<file path="config.mk">
export PLATFORM = sky130hd
export DESIGN_NAME = exponential
export DESIGN_NICKNAME = d
export VERILOG_FILES = /design/src/rtl/exp_pkg.sv /design/src/rtl/exp_const_rom.sv /design/src/rtl/exponential.sv
export SDC_FILE = /design/constraint.sdc
export NUM_CORES = 1
export LEC_CHECK = 0
export BUFFER_PORTS_ARGS = -buffer_cell sky130_fd_sc_hd__clkbuf_2
export CORE_ASPECT_RATIO = 1.2
export CORE_MARGIN = 2
export CORE_UTILIZATION = 50
export DETAILED_ROUTE_END_ITERATION = 16
export GPL_TIMING_DRIVEN = 1
export PLACE_DENSITY = 0.66
export REMOVE_ABC_BUFFERS = 1
export SETUP_SLACK_MARGIN = 0.4
export SLEW_MARGIN = 20
export SYNTH_ARGS = -nofsm -noshare
export SYNTH_HDL_FRONTEND = slang
export SYNTH_SLANG_ARGS = --single-unit
</file>
<file path="constraint.sdc">
create_clock -name clk -period 10.2 [get_ports clk]
set_clock_uncertainty 0.15 [all_clocks]
set_input_delay 0.51 -clock clk [delete_from_list [all_inputs] [get_ports clk]]
set_output_delay 0.51 -clock clk [all_outputs]
set_load 0.05 [all_outputs]
</file>
<file path="src/rtl/exp_pkg.sv">
// ---------------------------------------------------------------------------
// exp_pkg
// Shared definitions for the bit-serial base-2 exponential unit:
//   state_e   - control FSM states
//   EXP_TBL_W - fraction width of the constant table
//   EXP_C     - 2^(2^-i) for i = 1..16, unsigned 1.24, rounded to nearest
// ---------------------------------------------------------------------------
package exp_pkg;

    typedef enum logic [1:0] {
        WAIT0,  // waiting for start to be seen low
        WAIT1,  // armed; a high start launches an operation
        RUN,    // consuming one exponent bit per cycle
        ROUND   // rounding / saturating the accumulator into x
    } state_e;

    localparam int EXP_TBL_W = 24;
    localparam int EXP_TBL_N = 16;

    // 2^(2^-i): integer bit followed by 24 fraction bits.
    localparam logic [EXP_TBL_W:0] EXP_C [1:EXP_TBL_N] = '{
        25'h16A09E6,  // i=1  : 1.414213562
        25'h1306FE1,  // i=2  : 1.189207115
        25'h1172B84,  // i=3  : 1.090507733
        25'h10B5587,  // i=4  : 1.044273782
        25'h1059B0D,  // i=5  : 1.021897149
        25'h102C9A4,  // i=6  : 1.010889286
        25'h10163DB,  // i=7  : 1.005429901
        25'h100B1B0,  // i=8  : 1.002711275
        25'h10058C8,  // i=9  : 1.001354720
        25'h1002C60,  // i=10 : 1.000677131
        25'h100162F,  // i=11 : 1.000338508
        25'h1000B17,  // i=12 : 1.000169240
        25'h100058C,  // i=13 : 1.000084616
        25'h10002C6,  // i=14 : 1.000042307
        25'h1000163,  // i=15 : 1.000021153
        25'h10000B1   // i=16 : 1.000010577
    };

endpackage

</file>
<file path="src/rtl/exp_const_rom.sv">
// ---------------------------------------------------------------------------
// exp_const_rom
// Combinational lookup of the recurrence constant C[i] = 2^(2^-i),
// truncated from the 1.24 table to the accumulator's 1.m format.
// Ports:
//   idx - iteration index i (1..16 are valid)
//   c   - C[idx] in unsigned 1.m; 1.0 for indices outside the table
// ---------------------------------------------------------------------------
module exp_const_rom #(
    parameter int m = 16,
    parameter int k = 5
) (
    input  logic [k-1:0] idx,
    output logic [m:0]   c
);
    import exp_pkg::*;

    logic [4:0] tbl_idx;

    // NOTE: every output of a combinational block gets a default first so
    // no path through the block leaves a value held, which would infer a latch.
    always_comb begin
        tbl_idx = '0;
        c       = {1'b1, {m{1'b0}}};  // 1.0 is the neutral multiplier
        if (int'(idx) >= 1 && int'(idx) <= EXP_TBL_N) begin
            tbl_idx = 5'(idx);
            c       = EXP_C[tbl_idx][EXP_TBL_W -: m+1];
        end
    end

endmodule

</file>
<file path="src/rtl/exponential.sv">
// ---------------------------------------------------------------------------
// exponential
// Bit-serial antilogarithm: x = 2^f for a fraction f in [0,1), x in [1,2).
// One exponent bit is consumed per clock; when bit i is set the accumulator
// is multiplied by 2^(2^-i). The result is rounded to n fraction bits.
// Ports:
//   clk   - rising-edge clock
//   reset - asynchronous, active-low reset
//   start - level request; a 0 seen while idle followed by a 1 launches
//   y     - exponent fraction, y[1] has weight 2^-1; sampled at launch only
//   x     - result, unsigned 1.n (x[0] is the integer bit); held until the
//           next completion
//   done  - high when idle with a valid result, low while busy
// ---------------------------------------------------------------------------
module exponential #(
    parameter int n = 8,   // output fraction bits
    parameter int m = 16,  // accumulator fraction bits, n+2 <= m <= 24
    parameter int k = 5,   // iteration counter width, 2^k > p
    parameter int p = 16   // input fraction bits, 1 <= p <= 16
) (
    input  logic       clk,
    input  logic       reset,
    input  logic       start,
    input  logic [1:p] y,
    output logic [0:n] x,
    output logic       done
);
    import exp_pkg::*;

    localparam logic [m:0]   ACC_ONE  = {1'b1, {m{1'b0}}};
    localparam logic [k-1:0] CNT_LAST = k'(p);
    // Half an output LSB, aligned to the accumulator's fraction.
    localparam logic [m+1:0] RND_HALF = (m+2)'(2 ** (m - n - 1));

    state_e       state_q, state_d;
    logic [m:0]   acc_q,   acc_d;
    logic [k-1:0] count_q, count_d;
    logic [1:p]   yreg_q,  yreg_d;
    logic [0:n]   x_q,     x_d;
    logic         done_q,  done_d;

    logic [m:0]     c_tbl;
    logic [2*m+1:0] prod;
    logic [m:0]     acc_mul;
    logic [m+1:0]   rnd_sum;

    exp_const_rom #(
        .m (m),
        .k (k)
    ) u_rom (
        .idx (count_q),
        .c   (c_tbl)
    );

    // 1.m x 1.m gives 2.2m; both factors are below 2 and their product stays
    // below 2, so bits [2m:m] hold the truncated 1.m result.
    assign prod    = {{(m+1){1'b0}}, acc_q} * {{(m+1){1'b0}}, c_tbl};
    assign acc_mul = (m+1)'(prod >> m);

    // Round to nearest at fraction bit n; a carry into bit m+1 means 2.0.
    assign rnd_sum = {1'b0, acc_q} + RND_HALF;

    always_comb begin
        state_d = state_q;
        acc_d   = acc_q;
        count_d = count_q;
        yreg_d  = yreg_q;
        x_d     = x_q;
        done_d  = done_q;

        unique case (state_q)
            // Requiring a low start first stops a held-high start from
            // relaunching after completion or after reset.
            WAIT0: begin
                if (!start) state_d = WAIT1;
            end
            WAIT1: begin
                if (start) begin
                    yreg_d  = y;
                    acc_d   = ACC_ONE;
                    count_d = k'(1);
                    done_d  = 1'b0;
                    state_d = RUN;
                end
            end
            // yreg shifts left so its leading bit is always y[count].
            RUN: begin
                if (yreg_q[1]) acc_d = acc_mul;
                yreg_d  = yreg_q << 1;
                count_d = count_q + k'(1);
                if (count_q == CNT_LAST) state_d = ROUND;
            end
            ROUND: begin
                x_d     = rnd_sum[m+1] ? '1 : (n+1)'(rnd_sum >> (m - n));
                done_d  = 1'b1;
                state_d = WAIT0;
            end
            default: state_d = WAIT0;
        endcase
    end

    // NOTE: state registers use non-blocking assignments so every register
    // samples pre-edge values, independent of statement order.
    always_ff @(posedge clk or negedge reset) begin
        if (!reset) begin
            state_q <= WAIT0;
            acc_q   <= '0;
            count_q <= '0;
            yreg_q  <= '0;
            x_q     <= '0;
            done_q  <= 1'b1;
        end else begin
            state_q <= state_d;
            acc_q   <= acc_d;
            count_q <= count_d;
            yreg_q  <= yreg_d;
            x_q     <= x_d;
            done_q  <= done_d;
        end
    end

    assign x    = x_q;
    assign done = done_q;

endmodule

</file>
==> implementation parameters, run 1 <==
Parameter                              Value

Outcome
  Outcome    finished clean

Route
  Number of detailed-routing iterations run before antenna repair    5
  Remaining DRCs    0
  Via count of the routed design    between 8000 and 9000
  Detail-routed net length per standard cell    16.7 µm
  DRC violation total after the first TritonRoute iteration    ~520
  Total routed wirelength    26100 µm
  Residual antenna-violating net count after detailed routing    0
  Vias per cell    5.35

Synthesis
  FFs w/ async S/R, synth    100%
  Synth Area in Adders    49.8%
  Library cell occupying the most area in the post-synthesis netlist    fa_1
  Fraction of the mapped netlist area in simple logic gates    15.9%
  Sequential element share of the synthesized area    10.9%
  Combinational family with the most area after synthesis    adder cells
  Synth Warn #    0
  Xor-xnor portion of the synthesized cell area    1.83%
  Flip-flop and latch count after synthesis    50
  Main area contributors after synthesis    fa_1, ha_1, dfrtp_1
  Predominant post-synthesis flop cell    dfrtp_1
  Mux share of post-synthesis cell area    2.66%
  Post-synthesis instance total    1290
  Compound-gate portion of the synthesized area    7.34%
  Post-synthesis cell area    approximately 0.012 mm²
  Unique cell type count in the Yosys netlist    54
  Number of synthesized flops with an enable pin    0
  Mean area per synthesized cell    roughly 9 µm²
  Area fraction of the dominant cell type after synthesis    35.7%

STA
  Slew at the pin with the worst max-slew slack    1040 ps
  Final number of max-transition violations    0
  Setup repair after global routing missed its margin    no
  Fmax    123 MHz
  Post-route clock period utilization    79.9%
  Clock period minus worst slack    8150 ps
  Endpoints failing hold    0
  Headroom to the max-slew limit    30.4%
  Setup TNS    0 ps
  Setup violation total in the final timing report    0

Place
  Final GP Congestion    0.934
  Buffers added on ports    28
  HPWL after DPL    between 15000 and 20000 µm

Worst setup path
  Kind of capture point of the worst setup path    flop
  Worst-path fanout max    20
  Worst Setup Path Type    flop to flop
  Launching point of the worst reg2reg path    count_q[3]$_DFFE_PN0P_
  Endpoint required time on the critical path    between 10000 and 15000 ps
  Type of origin of the critical path    flop
  Worst reg2reg setup slack    slightly above 2000 ps
  Worst r2r path cells    23
  Data arrival time at the worst-slack endpoint    8180 ps
  Endpoint of the most critical register-to-register path    acc_q[3]$_DFFE_PN0P_

Final layout
  Share of final-layout standard cells stronger than drive strength 1    5.70%
  Ant diodes    0
  # nets final    1633
  Area Growth Syn to Fin    5.07%
  # fillers    between 2000 and 2500
  Commonest non-fill, non-tap cells in the layout    inv_1, fa_1, nand2_1, ha_1, and2_1
  Most common cell after layout, fill and taps aside    inv_1

CTS
  Clock tree root driver cell    clkbuf_16
  CTS tree    built
  Buffer depth of the longest clock path    2
  Level count of the clock H-tree    2
  Number of buffers inserted to repair setup after CTS    0
  Clock latency on the worst-skew pair    between 200 and 300 ps
  Post-cts sizing count    0
  # hold bufs at CTS    0
  Num Clock Sinks    50
  Clock slew at the register clock pins of the worst setup and hold paths    70 ps
  Number of buffers created by CTS    5

Die
  Number of placement rows    60
  Area of the core region    0.0225 mm²
  Horizontal extent of the die    142 µm
  Io pins    29
  Chip Height    170 µm
  Initial standard-cell utilization of the core    51.1%
  Die Area    approximately 0.024 mm²

GRT
  Total routing usage reported by global routing    between 20% and 30%
  Initial antenna violation count    0
  Number of global-route vias before repair    a little over 9000
  Pin count of the biggest net entering global routing    between 50 and 60
  Overflow left after global routing    0
  Wire length of the first global-routing pass    45300 µm

Worst hold path
  Worst hold-check path type    primary input to asynchronous set/reset pin

Job
  Number of max-cap violations    0
[per-stage QoR]
| step | cell area [µm²] | hold WS (ps) | util, % | std cells | worst slack, ps |
|---|---|---|---|---|---|
| after floorplan | 11300 | 64.4 | - | 1229 | 3000 |
| after global placement | 11900 | 314 | 52.9 | 1551 | 2330 |
| after detailed placement | 11900 | 321 | 52.9 | 1551 | 2050 |
| after CTS | 12100 | 199 | 53.6 | 1559 | 2030 |
| after global routing | 12100 | 234 | 53.7 | 1559 | 1730 |
| final | 12100 | 167 | 53.7 | 1559 | 2050 |
[critical path: stages (launching register included)]
cell and delay [ps]:
dfrtp_1 980, nor2_1 180, a31o_2 410, nor2_1 690
buf_4 320, and2_1 180, fa_1 430, inv_1 90
fa_1 440, fa_1 520, inv_1 60, fa_1 490
fa_1 490, inv_1 50, fa_1 490, inv_1 50
ha_1 270, and4_1 270, and2_1 210, a311oi_4 400
nand2_1 170, a21oi_2 280, o21ai_0 120, a221o_1 310
[cell usage after synthesis (all sizes together) (6+ instances only)]
cell type,count
and3,10
nand2,186
and2,115
a21oi,37
dfrtp,49
mux2i,25
nand3,12
a31oi,6
buf,11
o21ai,40
xor2,8
fa,205
xnor2,16
ha,130
nor3,10
clkbuf,50
inv,291
a211oi,6
nor2,28
[cell families (layout without fill, tap and decap cells)]
family                     count (synthesis)  count (layout)
muxes                                     29              29
adders and majority gates                335             335
DFF                                       50              50
and+or+nand+nor                          378             378
xor gates and xnor gates                  24              24
buffers and inverters                    352             342
AOI/OAI and AO/OA                        122             122
[worst max-delay path by stage]
stage,from,end,cells after the start
global route,count_q[1]$_DFFE_PN0P_,acc_q[10]$_DFFE_PN0P_,25
CTS,count_q[1]$_DFFE_PN0P_,acc_q[3]$_DFFE_PN0P_,24
floorplan,count_q[1]$_DFFE_PN0P_,acc_q[3]$_DFFE_PN0P_,23
detailed placement,count_q[1]$_DFFE_PN0P_,acc_q[3]$_DFFE_PN0P_,24
global placement,count_q[1]$_DFFE_PN0P_,acc_q[3]$_DFFE_PN0P_,24
finish,count_q[3]$_DFFE_PN0P_,acc_q[3]$_DFFE_PN0P_,23
[flip-flops by register name (all words and copies together) (netlist names)]
name / cells
x: 9
yreg_q: 16
done: 1
count_q: 5
state_q: 2
acc_q: 17
[layout make-up]
cell class              count  area, µm²  share of cell area, %
flip-flops and latches     50       1250                   10.4
inverters                 291       1090                   9.04
repair buffers             43        253                   2.09
well taps                 279        349                   2.89
clock inverters             2       37.5                  0.311
multi-input cells         888       8970                   74.2
clock buffers               6        129                   1.07
[metal layers]
layer	vias to the layer above	global-route usage [%]	share of wire (%)
met3	50	1.55	3.6
met4	0	7.19	3.1
met5	-	0	0
met2	156	42.7	52
li1	3902	-	-
met1	4233	30.3	42
Power of run 1 is left out: the tool's default activity adds up to more than one toggle a clock period on the data nets, which glitch-free logic cannot reach.
==> run 2, diff against run 1 <==
--- a/config.mk
+++ b/config.mk
@@ -11,7 +11,7 @@
 export CORE_UTILIZATION = 50
 export DETAILED_ROUTE_END_ITERATION = 16
 export GPL_TIMING_DRIVEN = 1
-export PLACE_DENSITY = 0.66
+export PLACE_DENSITY = 0.69
 export REMOVE_ABC_BUFFERS = 1
 export SETUP_SLACK_MARGIN = 0.4
 export SLEW_MARGIN = 20
==> constraint.sdc (replaced) <==
create_clock -name clk -period 6.8 [get_ports clk]
set_clock_uncertainty 0.15 [all_clocks]
set_input_delay 0.34 -clock clk [delete_from_list [all_inputs] [get_ports clk]]
set_output_delay 0.34 -clock clk [all_outputs]
set_load 0.05 [all_outputs]
==> run 2 against run 1 <==
Effect of this change: the run now ends with setup timing left; sequential cell count did not move; critical path type unchanged; die area unchanged; critical path depth up 5; first-iteration DRC count increased by 4.2%; worst hold slack worse by 150 ps.
==> implementation parameters, run 2 (synthesis gave the netlist of run 1 again) <==
Parameter                              Value

CTS
  Clock latency on the worst-skew pair    290 ps (about the same)
  # hold bufs at CTS    0 (unchanged)
  Num Clock Sinks    50 (unchanged)
  Clock slew at the register clock pins of the worst setup and hold paths    70 ps (about the same)
  CTS tree    built
  Level count of the clock H-tree    2 (unchanged)
  Number of buffers created by CTS    5 (unchanged)
  Buffer depth of the longest clock path    2 (unchanged)
  Clock tree root driver cell    clkbuf_16

STA
  Smallest hold slack    16.3 ps (-151 ps)
  Setup violation total in the final timing report    11 (+11)
  Fmax    143 MHz (+17%)
  Post-route worst setup slack    -172 ps (-2220 ps)
  Setup repair after global routing missed its margin    yes
  Clock period minus worst slack    6970 ps (-1180 ps)
  Post-route clock period utilization    103% (+23 points)
  Headroom to the max-slew limit    42.8% (+12 points)
  Slew at the pin with the worst max-slew slack    857 ps (-183 ps)
  Endpoints failing hold    0 (unchanged)
  Final number of max-transition violations    0 (unchanged)

Job
  Number of max-cap violations    0 (unchanged)

GRT
  Pin count of the biggest net entering global routing    51 (unchanged)
  Total routing usage reported by global routing    25.6% (+2.0 points)
  Initial antenna violation count    0 (unchanged)
  Met1 layer usage reported by global route    30.6% (+0.34 points)
  Met2 capacity usage during global routing    47.8% (+5.1 points)
  Number of global-route vias before repair    9992 (+9.5%)
  Overflow left after global routing    0 (unchanged)
  Most congested layer reported by global routing    met2
  GR met3 Demand/Resource    2.05% (+0.51 points)
  Wire length of the first global-routing pass    49100 µm (+8.4%)

Worst setup path
  Cell repeated most along the worst path    fa_1
  Type of origin of the critical path    flop
  Endpoint required time on the critical path    6800 ps (-3420 ps)
  Max stage delay cell, worst path    fa_1
  Worst r2r path cells    28 (+22%)
  Max stage delay on crit path    550 ps (-430 ps)
  Launching point of the worst reg2reg path    count_q[0]$_DFFE_PN0P_
  Worst Setup Path Type    flop to flop
  Endpoint of the most critical register-to-register path    acc_q[14]$_DFFE_PN0P_
  Worst reg2reg setup slack    -170 ps (-2220 ps)
  Data arrival time at the worst-slack endpoint    6970 ps (-1210 ps)
  Kind of capture point of the worst setup path    flop
  Worst-path fanout max    5 (-75%)

Die
  Initial standard-cell utilization of the core    51.1% (unchanged)
  Number of placement rows    60 (unchanged)
  Horizontal extent of the die    142 µm (unchanged)
  Area of the core region    0.0225 mm² (unchanged)
  Chip Height    170 µm (unchanged)
  Die Area    0.0242 mm² (unchanged)
  Io pins    29 (unchanged)

Final layout
  Commonest non-fill, non-tap cells in the layout    inv_1, fa_1, nand2_1, buf_4, ha_1
  Share of final-layout standard cells stronger than drive strength 1    23.9% (+18 points)
  Final instance area    0.0139 mm² (+15%)
  # nets final    1778 (+8.9%)
  Ant diodes    0 (unchanged)
  Area Growth Syn to Fin    21.1%
  Top reg by flops    acc_q
  Most common cell after layout, fill and taps aside    inv_1
  Max reg flops    17 (unchanged)
  # fillers    1851 (-10%)

Route
  Vias per cell    5.36 (+0.12%)
  Via count of the routed design    9128 (+9.4%)
  Residual antenna-violating net count after detailed routing    0 (unchanged)
  DRC violation total after the first TritonRoute iteration    546 (+4.2%)
  Number of detailed-routing iterations run before antenna repair    7 (+2)
  Total routed wirelength    29500 µm (+13%)
  Remaining DRCs    0 (unchanged)
  Detail-routed net length per standard cell    17.3 µm (+3.3%)

Worst hold path
  Worst hold-check path type    primary input to asynchronous set/reset pin

Outcome
  Outcome    complete, but fails checks
  Violated checks    setup timing

Place
  Buffers added on ports    28 (unchanged)
  HPWL after DPL    22300 µm (+12%)
  Final GP Congestion    0.919 (-1.6%)
  Post-DP Area    0.0127 mm² (+7.0%)
run 2: changes by cell type in the layout (fill, tap and decap cells not counted), sizes merged:
| cell | before | now |
|---|---|---|
| bufinv | 1 | 0 |
| inv | 291 | 292 |
| buf | 15 | 159 |
| clkinv | 0 | 1 |
run 2: through the flow:
stage          setup TNS, ps  util [%]  setup slack (ps)  instances
3_3_place_gp           -1550      56.6              -195       1654
2_1_floorplan          -3830         -              -401       1229
6_report                -933      61.9              -172       1704
4_1_cts                    0      59.9              26.6       1682
5_1_grt                -4010      61.9              -400       1704
3_5_place_dp           -2630      56.6              -271       1654
run 2: routing by layer:
metal	vias up	wire length (µm)
li1	4179	-
met1	4634	11500
met2	233	15600
met3	82	1060
met4	0	1270
met5	-	0
run 2: critical path, delay by kind of cell (launching register included):
family | cells | cell delay (ps)
adder cells (fa/ha/maj) | 8 | 3580
AO/OA/AOI/OAI | 6 | 1000
buffers and inverters | 9 | 850
flip-flops | 1 | 480
AND/OR/NAND/NOR | 3 | 340
multiplexers | 1 | 250
XOR/XNOR | 1 | 170
run 2: area by class of cell:
class	instances	area [µm²]	area share (%)
Tap cell	279	349	2.51
Sequential cell	50	1250	9.01
Inverter	291	1100	7.88
Clock inverter	3	26.3	0.189
Multi-Input combinational cell	888	9480	68.1
Timing Repair Buffer	188	1600	11.5
Clock buffer	5	125	0.898
run 2: timing repair:
item	4_1_cts	5_1_grt
pin swaps	68	70
gates resized for setup	110	71
buffers inserted	19	21
gates cloned	1	0
setup endpoints to repair	17	17
run 2: how the worst max path moves through the flow:
stage | end | from | cells after the start
6_report | acc_q[14]$_DFFE_PN0P_ | count_q[0]$_DFFE_PN0P_ | 28
2_1_floorplan | acc_q[3]$_DFFE_PN0P_ | count_q[1]$_DFFE_PN0P_ | 23
3_5_place_dp | acc_q[15]$_DFFE_PN0P_ | count_q[1]$_DFFE_PN0P_ | 25
3_3_place_gp | acc_q[15]$_DFFE_PN0P_ | count_q[0]$_DFFE_PN0P_ | 25
5_1_grt | acc_q[14]$_DFFE_PN0P_ | count_q[1]$_DFFE_PN0P_ | 30
4_1_cts | acc_q[11]$_DFFE_PN0P_ | count_q[1]$_DFFE_PN0P_ | 26
Power of run 2 is left out for the same reason.
